<file path="config.mk">
export PLATFORM = sky130hd
export DESIGN_NAME = instr_fetch_unit
export DESIGN_NICKNAME = d
export VERILOG_FILES = /design/src/rtl/instr_fetch_unit_pkg.sv /design/src/rtl/instr_fetch_unit_fifo.sv /design/src/rtl/instr_fetch_unit.sv
export SDC_FILE = /design/constraint.sdc
export NUM_CORES = 1
export LEC_CHECK = 0
export BUFFER_PORTS_ARGS = -buffer_cell sky130_fd_sc_hd__buf_2
export CORE_MARGIN = 3
export CORE_UTILIZATION = 52
export DETAILED_ROUTE_END_ITERATION = 8
export PLACE_DENSITY = 0.76
export SKIP_LAST_GASP = 1
export SYNTH_ARGS = -nofsm -noshare
export SYNTH_HDL_FRONTEND = slang
export SYNTH_SLANG_ARGS = --single-unit
</file>
<file path="constraint.sdc">
create_clock -name clk -period 3 [get_ports clk]
set_clock_uncertainty 0.15 [all_clocks]
set_input_delay 0.15 -clock clk [delete_from_list [all_inputs] [get_ports clk]]
set_output_delay 0.15 -clock clk [all_outputs]
set_load 0.02 [all_outputs]
</file>
<file path="src/rtl/instr_fetch_unit_pkg.sv">
// rtl/instr_fetch_unit_pkg.sv - RISC-V opcode constants, NOP encoding and default reset PC for the fetch unit
package instr_fetch_unit_pkg;

  typedef enum logic [6:0] {
    OP_LOAD   = 7'b0000011,
    OP_STORE  = 7'b0100011,
    OP_RTYPE  = 7'b0110011,
    OP_BRANCH = 7'b1100011
  } opcode_e;

  localparam logic [31:0] NOP_INSTR        = 32'h0000_0013;
  localparam logic [31:0] DEFAULT_RESET_PC = 32'h0000_0000;

endpackage

</file>
<file path="src/rtl/instr_fetch_unit_fifo.sv">
// rtl/instr_fetch_unit_fifo.sv - ifu_fifo: sync FIFO with flush and a registered head that holds its last value when empty
module ifu_fifo
  import instr_fetch_unit_pkg::*;
#(
  parameter int              WIDTH      = 64,
  parameter int              DEPTH      = 4,
  parameter logic [WIDTH-1:0] RESET_HEAD = '0
) (
  input  logic                         clk,
  input  logic                         rst,
  input  logic                         i_flush,
  input  logic                         i_push,
  input  logic [WIDTH-1:0]             i_wdata,
  input  logic                         i_pop,
  input  logic                         i_touch,
  output logic [WIDTH-1:0]             o_head,
  output logic                         o_valid,
  output logic [$clog2(DEPTH+1)-1:0]   o_count
);

  localparam int AW = $clog2(DEPTH);
  localparam int CW = $clog2(DEPTH + 1);
  localparam logic [CW-1:0] L_FULL = CW'(DEPTH);
  localparam logic [CW-1:0] L_ONE  = CW'(1);

  logic [WIDTH-1:0] r_mem [DEPTH];
  logic [AW-1:0]    r_wr_ptr;
  logic [AW-1:0]    r_rd_ptr;
  logic [CW-1:0]    r_count;
  logic [WIDTH-1:0] r_head;

  logic             w_pop;
  logic [AW-1:0]    w_rd_next;
  logic [CW-1:0]    w_count_next;
  logic [WIDTH-1:0] w_head_next;

  assign w_pop        = i_pop && (r_count != '0);
  assign w_rd_next    = r_rd_ptr + AW'(1);
  assign w_count_next = r_count + CW'(i_push) - CW'(w_pop);

  // Head register looks one entry ahead so the output is always a flop, never a RAM read path
  always_comb begin
    w_head_next = r_head;
    if (w_pop && (r_count > L_ONE)) begin
      w_head_next = r_mem[w_rd_next];
    end else if (w_pop || (r_count == '0)) begin
      if (i_push || i_touch) begin
        w_head_next = i_wdata;
      end
    end
  end

  always_ff @(posedge clk) begin
    if (i_push && !i_flush && !rst) begin
      r_mem[r_wr_ptr] <= i_wdata;
    end
  end

  always_ff @(posedge clk) begin
    if (rst) begin
      r_wr_ptr <= '0;
      r_rd_ptr <= '0;
      r_count  <= '0;
      r_head   <= RESET_HEAD;
    end else if (i_flush) begin
      r_wr_ptr <= '0;
      r_rd_ptr <= '0;
      r_count  <= '0;
    end else begin
      if (i_push) begin
        r_wr_ptr <= r_wr_ptr + AW'(1);
      end
      if (w_pop) begin
        r_rd_ptr <= w_rd_next;
      end
      r_count <= w_count_next;
      r_head  <= w_head_next;
    end
  end

  a_no_overflow: assert property (@(posedge clk) disable iff (rst)
    !(i_push && !i_flush && !w_pop && (r_count == L_FULL)));

  assign o_head  = r_head;
  assign o_valid = (r_count != '0);
  assign o_count = r_count;

endmodule

</file>
<file path="src/rtl/instr_fetch_unit.sv">
// rtl/instr_fetch_unit.sv - fetch stage: PC, in-order imem reads, instruction buffer, redirect flush; IFU_BYPASS_EN adds a 0-latency empty-buffer bypass
module instr_fetch_unit
  import instr_fetch_unit_pkg::*;
#(
  parameter int              XLEN       = 32,
  parameter int              FIFO_DEPTH = 4,
  parameter logic [XLEN-1:0] RESET_PC   = DEFAULT_RESET_PC
) (
  input  logic            clk,
  input  logic            rst,
  output logic            imem_req_valid,
  input  logic            imem_req_ready,
  output logic [XLEN-1:0] imem_req_addr,
  input  logic            imem_rsp_valid,
  input  logic [XLEN-1:0] imem_rsp_data,
  input  logic            redirect_valid,
  input  logic [XLEN-1:0] redirect_pc,
  input  logic            id_ready,
  output logic            if_valid,
  output logic [XLEN-1:0] if_instr,
  output logic [XLEN-1:0] if_pc,
  output logic [XLEN-1:0] if_pc_plus4,
  output logic [6:0]      if_op,
  output logic [2:0]      if_funct3,
  output logic [6:0]      if_funct7
);

  localparam int CW = $clog2(FIFO_DEPTH + 1);
  localparam int UW = CW + 1;
  localparam int DW = CW + 3;
  localparam logic [UW-1:0]   L_DEPTH = UW'(FIFO_DEPTH);
  localparam logic [XLEN-1:0] L_WORD  = XLEN'(4);
  localparam logic [XLEN-1:0] L_ALIGN = ~XLEN'(3);

  logic [XLEN-1:0]   r_fetch_pc;
  logic [XLEN-1:0]   r_rsp_pc;
  logic [CW-1:0]     r_outstanding;
  logic [DW-1:0]     r_discard;

  logic [CW-1:0]     w_fifo_count;
  logic              w_fifo_valid;
  logic [2*XLEN-1:0] w_fifo_head;
  logic [UW-1:0]     w_used;
  logic              w_req_valid;
  logic              w_accept;
  logic              w_rsp_keep;
  logic              w_rsp_drop;
  logic              w_bypass;
  logic              w_push;
  logic              w_pop;
  logic [XLEN-1:0]   w_if_instr;
  logic [XLEN-1:0]   w_if_pc;

  // Buffered plus in-flight never exceeds the buffer, so every kept response has a slot
  assign w_used      = UW'(w_fifo_count) + UW'(r_outstanding);
  assign w_req_valid = !rst && !redirect_valid && (w_used < L_DEPTH);
  assign w_accept    = w_req_valid && imem_req_ready;
  assign w_rsp_drop  = imem_rsp_valid && (r_discard != '0);
  assign w_rsp_keep  = imem_rsp_valid && (r_discard == '0) && !redirect_valid && !rst;

`ifdef IFU_BYPASS_EN
  assign w_bypass = w_rsp_keep && !w_fifo_valid && id_ready;
`else
  assign w_bypass = 1'b0;
`endif

  assign w_push = w_rsp_keep && !w_bypass;
  assign w_pop  = w_fifo_valid && id_ready;

  // r_rsp_pc tags the next kept response; requests leave in order from a linear PC stream
  always_ff @(posedge clk) begin
    if (rst) begin
      r_fetch_pc    <= RESET_PC;
      r_rsp_pc      <= RESET_PC;
      r_outstanding <= '0;
      r_discard     <= '0;
    end else if (redirect_valid) begin
      r_fetch_pc    <= redirect_pc & L_ALIGN;
      r_rsp_pc      <= redirect_pc & L_ALIGN;
      r_outstanding <= '0;
      r_discard     <= r_discard + DW'(r_outstanding) - DW'(imem_rsp_valid);
    end else begin
      if (w_accept) begin
        r_fetch_pc <= r_fetch_pc + L_WORD;
      end
      if (w_rsp_keep) begin
        r_rsp_pc <= r_rsp_pc + L_WORD;
      end
      r_outstanding <= r_outstanding + CW'(w_accept) - CW'(w_rsp_keep);
      r_discard     <= r_discard - DW'(w_rsp_drop);
    end
  end

  ifu_fifo #(
    .WIDTH      (2 * XLEN),
    .DEPTH      (FIFO_DEPTH),
    .RESET_HEAD ({XLEN'(NOP_INSTR), RESET_PC})
  ) u_fifo (
    .clk     (clk),
    .rst     (rst),
    .i_flush (redirect_valid),
    .i_push  (w_push),
    .i_wdata ({imem_rsp_data, r_rsp_pc}),
    .i_pop   (w_pop),
    .i_touch (w_bypass),
    .o_head  (w_fifo_head),
    .o_valid (w_fifo_valid),
    .o_count (w_fifo_count)
  );

  assign w_if_instr = w_bypass ? imem_rsp_data : w_fifo_head[2*XLEN-1:XLEN];
  assign w_if_pc    = w_bypass ? r_rsp_pc      : w_fifo_head[XLEN-1:0];

  assign imem_req_valid = w_req_valid;
  assign imem_req_addr  = r_fetch_pc;
  assign if_valid       = w_fifo_valid || w_bypass;
  assign if_instr       = w_if_instr;
  assign if_pc          = w_if_pc;
  assign if_pc_plus4    = w_if_pc + L_WORD;
  assign if_op          = w_if_instr[6:0];
  assign if_funct3      = w_if_instr[14:12];
  assign if_funct7      = w_if_instr[31:25];

endmodule

</file>
==> results_dict.tcl <==
set metrics [dict create \
    status "finished, final reports clean" \
    cp-start-kind "register" \
    fin_nets 1639 \
    critPathSlowestCell "or4b_4" \
    hold_path.class "primary input to register" \
    highest_layer "met4" \
    wl_per_cell_um 20.0 \
    tightest_slew_ns 0.956 \
    overflow 0 \
    synth_edf_count 248 \
    clk_pin_slew_worst_paths_ns 0.05 \
    regArea_um2 10200 \
    crit_fanout 6 \
    routed-wl-met2_mm 18.7 \
    num-fill-cells 2260 \
    clkPwrFrac_pct 40.9 \
    relSlewSlack_pct 36.3 \
    finalCriticalPeriod_ns 2.87 \
    fin_ws_ns 0.129 \
    multi_input_area_um2 6050 \
    leakagePower_nw 7.20 \
    max_freq_mhz 348 \
    pwr-share-comb_pct 10.0 \
    pre_cts_ws_ns 0.260 \
    grt_pass1_wl_mm 61.1 \
    drc 0 \
    via_per_inst 5.88 \
    drive_gt1_share_pct 26.6 \
    grt_max_degree 85 \
    yosys_warnings 0 \
    reg2regPathDepth 10 \
    clkSinkCount 386 \
    endpoint_kind "output port" \
    postLayoutCoreUtil_pct 64.5 \
    ys_types 63 \
    core_region_area_um2 31700 \
    cpPeakStageDelay_ns 0.59 \
    seq_area_frac_synth_pct 60.7 \
    h-tree-depth 2 \
    port_buffers 208 \
    die_w_um 186 \
    initial_core_util_pct 53.1 \
    syn-cell-area_um2 16800 \
    criticalPathCategory "register to output port" \
    ant_nets 0 \
    power.switching_mw 2.95 \
    avgSynthCellArea_um2 13.3 \
    cts_tree "yes" \
    grt_pass1_vias 11200 \
    wl_mm 39.5 \
    hold_path_depth 5 \
    ys_ff_latch 386 \
    switching_share_pct 24.1 \
    rrSetupSlack_ns 0.23 \
    dp.final_hpwl_mm 25.0 \
    io_pins 217 \
    clockBufferDepth 3 \
    rsz0062_at_grt "true" \
    num_rows 65 \
    tns_ns 0 \
    n_antenna_cell 0 \
    die_area_um2 34600 \
    setup_viol 0 \
    areaGrowthSynthToFinish_pct 21.5 \
    synth-main-ff-cell "edfxtp_1" \
    gp_congestion 0.873 \
    r2r-start "u_fifo.o_count[1]" \
    firstDrtPassIters 5 \
    clockRootBuffer "clkbuf_16" \
    netlist_instances 1266 \
    async_flop_share_pct 0 \
    synth_top_cell_by_area "edfxtp_1" \
    wl_met1_mm 17.0 \
    path_cells "and4_2, nand4_1, or4b_4, nor2_1, xor2_1, buf_2" \
    grtUsageTotal_pct 22.5 \
    clk_latency_ns 0.54 \
    maxCapViolCount 0 \
    rr_endpoint "r_outstanding[2]" \
    numCtsBuffers 41 \
    arrival_ns 2.57 \
    die_h_um 186 \
    initialDrtViolationCount 926 \
    dr_wl_met3_mm 3.15 \
    internal-power_mw 9.28 \
    hold_start "imem_req_ready" \
    antenna_found_initial 0 \
    vdd_ir_drop_max_uv 575 \
    vias 11600 \
    report.final.hold_viol_count 0 \
    finalMaxSlewViolations 0 \
    p_per_area_nw_per_um2 598 \
    yosysTopAreaCellShare_pct 44.2 \
    yosys-top-cells-area "edfxtp_1 44%, dfxtp_1 16%, mux4_2 8.3%" \
    holdPathEnd "imem_req_addr[2]" \
    p_seq_share_pct 49.1 \
    required_ns 2.70 \
    timing.final.crit_share_pct 95.7 \
]
[cells in the final DEF, fill, tap and decap left out, types with 33 or more instances in the layout]
cell type | Yosys | final
edfxtp_1 | 248 | 248
buf_2 | 21 | 207
dfxtp_1 | 138 | 134
nor2_1 | 118 | 117
a211oi_1 | 76 | 76
dlygate4sd3_1 | 0 | 65
mux4_2 | 62 | 62
mux2i_1 | 60 | 60
nand2_1 | 55 | 55
xnor2_1 | 47 | 47
clkbuf_16 | 0 | 41
nand3_1 | 40 | 40
buf_4 | 26 | 39
inv_1 | 38 | 38
a21oi_1 | 34 | 33
[state kept, by name, summed over array words and instances, names as in the netlist]
name             cells
imem_req_addr       30
u_fifo.r_mem       248
r_outstanding        3
u_fifo.r_rd_ptr      2
u_fifo.o_head       62
r_rsp_pc            30
u_fifo.o_count       3
r_discard            6
u_fifo.r_wr_ptr      2
[kinds of logic after synthesis]
kind of cell / after synthesis / synth area share, %
AOI/OAI and AO/OA: 183 / 7.46
and+or+nand+nor: 332 / 9.84
buffers and inverters: 137 / 3.79
DFF: 386 / 60.7
adders and majority gates: 30 / 2.36
muxes: 129 / 12.3
xor gates and xnor gates: 68 / 3.54
other: 1 / 0.0223
[Yosys cell counts (3+ instances only)]
| master | count |
|---|---|
| and2_1 | 15 |
| or2_2 | 4 |
| nor2b_1 | 3 |
| edfxtp_1 | 248 |
| xnor2_1 | 47 |
| or4_1 | 3 |
| mux2_2 | 7 |
| nor4_1 | 9 |
| xor2_1 | 21 |
| a21oi_1 | 34 |
| mux4_2 | 62 |
| nand2_1 | 55 |
| nand4_1 | 27 |
| ha_1 | 27 |
| buf_2 | 21 |
| nor2_1 | 118 |
| o211ai_1 | 5 |
| a31oi_1 | 17 |
| or3_1 | 12 |
| a211o_1 | 3 |
| and4_1 | 5 |
| a311oi_1 | 8 |
| a21boi_0 | 3 |
| nand3_1 | 40 |
| o21ai_0 | 19 |
| a211oi_1 | 76 |
| inv_1 | 38 |
| mux2i_1 | 60 |
| clkbuf_1 | 46 |
| o21bai_1 | 3 |
| buf_1 | 4 |
| nor3_1 | 12 |
| fa_1 | 3 |
| a41oi_1 | 3 |
| dfxtp_1 | 138 |
| nand3b_1 | 3 |
| buf_4 | 26 |
| and3_1 | 10 |
[final cells by class]
type	count	share of cell area, %
Sequential cell	386	50.0
Multi-Input combinational cell	748	29.6
Timing Repair Buffer	322	10.8
Clock buffer	53	5.33
Tap cell	402	2.46
Clock inverter	22	1.18
Inverter	40	0.734
[worst max path at each step]
stage,from,endpoint,slack (ns)
5_1_grt,u_fifo.o_head[3],if_pc_plus4[20],-0.02
2_1_floorplan,u_fifo.o_count[1],r_outstanding[2],0.07
4_1_cts,u_fifo.o_head[2],if_pc_plus4[20],-0.05
3_5_place_dp,u_fifo.o_count[1],r_outstanding[2],0.26
3_3_place_gp,u_fifo.o_count[1],r_outstanding[2],0.31
6_report,u_fifo.o_head[13],if_pc_plus4[31],0.13
[power groups by stage]
stage / clock network, mW / logic [mW] / registers (mW)
6_report: 5.00 / 1.23 / 6.00
3_3_place_gp: 0 / 1.12 / 6.10
2_1_floorplan: 0 / 0.715 / 6.14
3_5_place_dp: 0 / 1.15 / 6.11
4_1_cts: 5.06 / 1.22 / 6.00
5_1_grt: 5.30 / 1.36 / 6.02
[routing by layer]
layer  GRT usage, %  vias to the layer above
met5              0                        -
met4           5.87                        0
met3           4.03                       59
met2           36.4                      494
li1               -                     5323
met1           32.1                     5718
[critical path: cells and delay by family, from the launching register on]
kind	cells	cell delay (ns)
AND/OR/NAND/NOR	4	1.27
buffers and inverters	1	0.18
XOR/XNOR	1	0.15
flip-flops	1	0.43
[stage by stage]
stage                     power [mW]  instances  cell area (µm²)  hold WS [ns]
after CTS                       12.3       1972            20400        0.0708
after detailed placement        7.26       1832            18400         0.232
after global placement          7.22       1832            18400         0.226
after global routing            12.7       1973            20500         0.122
final                           12.2       1973            20500        0.0950
after floorplan                 6.86       1271            16900        0.0989
[repair_timing]
action,in CTS,in global routing
hold endpoints to repair,225,0
pin swaps,0,2
hold buffers,65,0
gates resized for setup,3,6
setup endpoints to repair,3,4
buffers inserted,0,1
(Power assumes the default switching activity.)
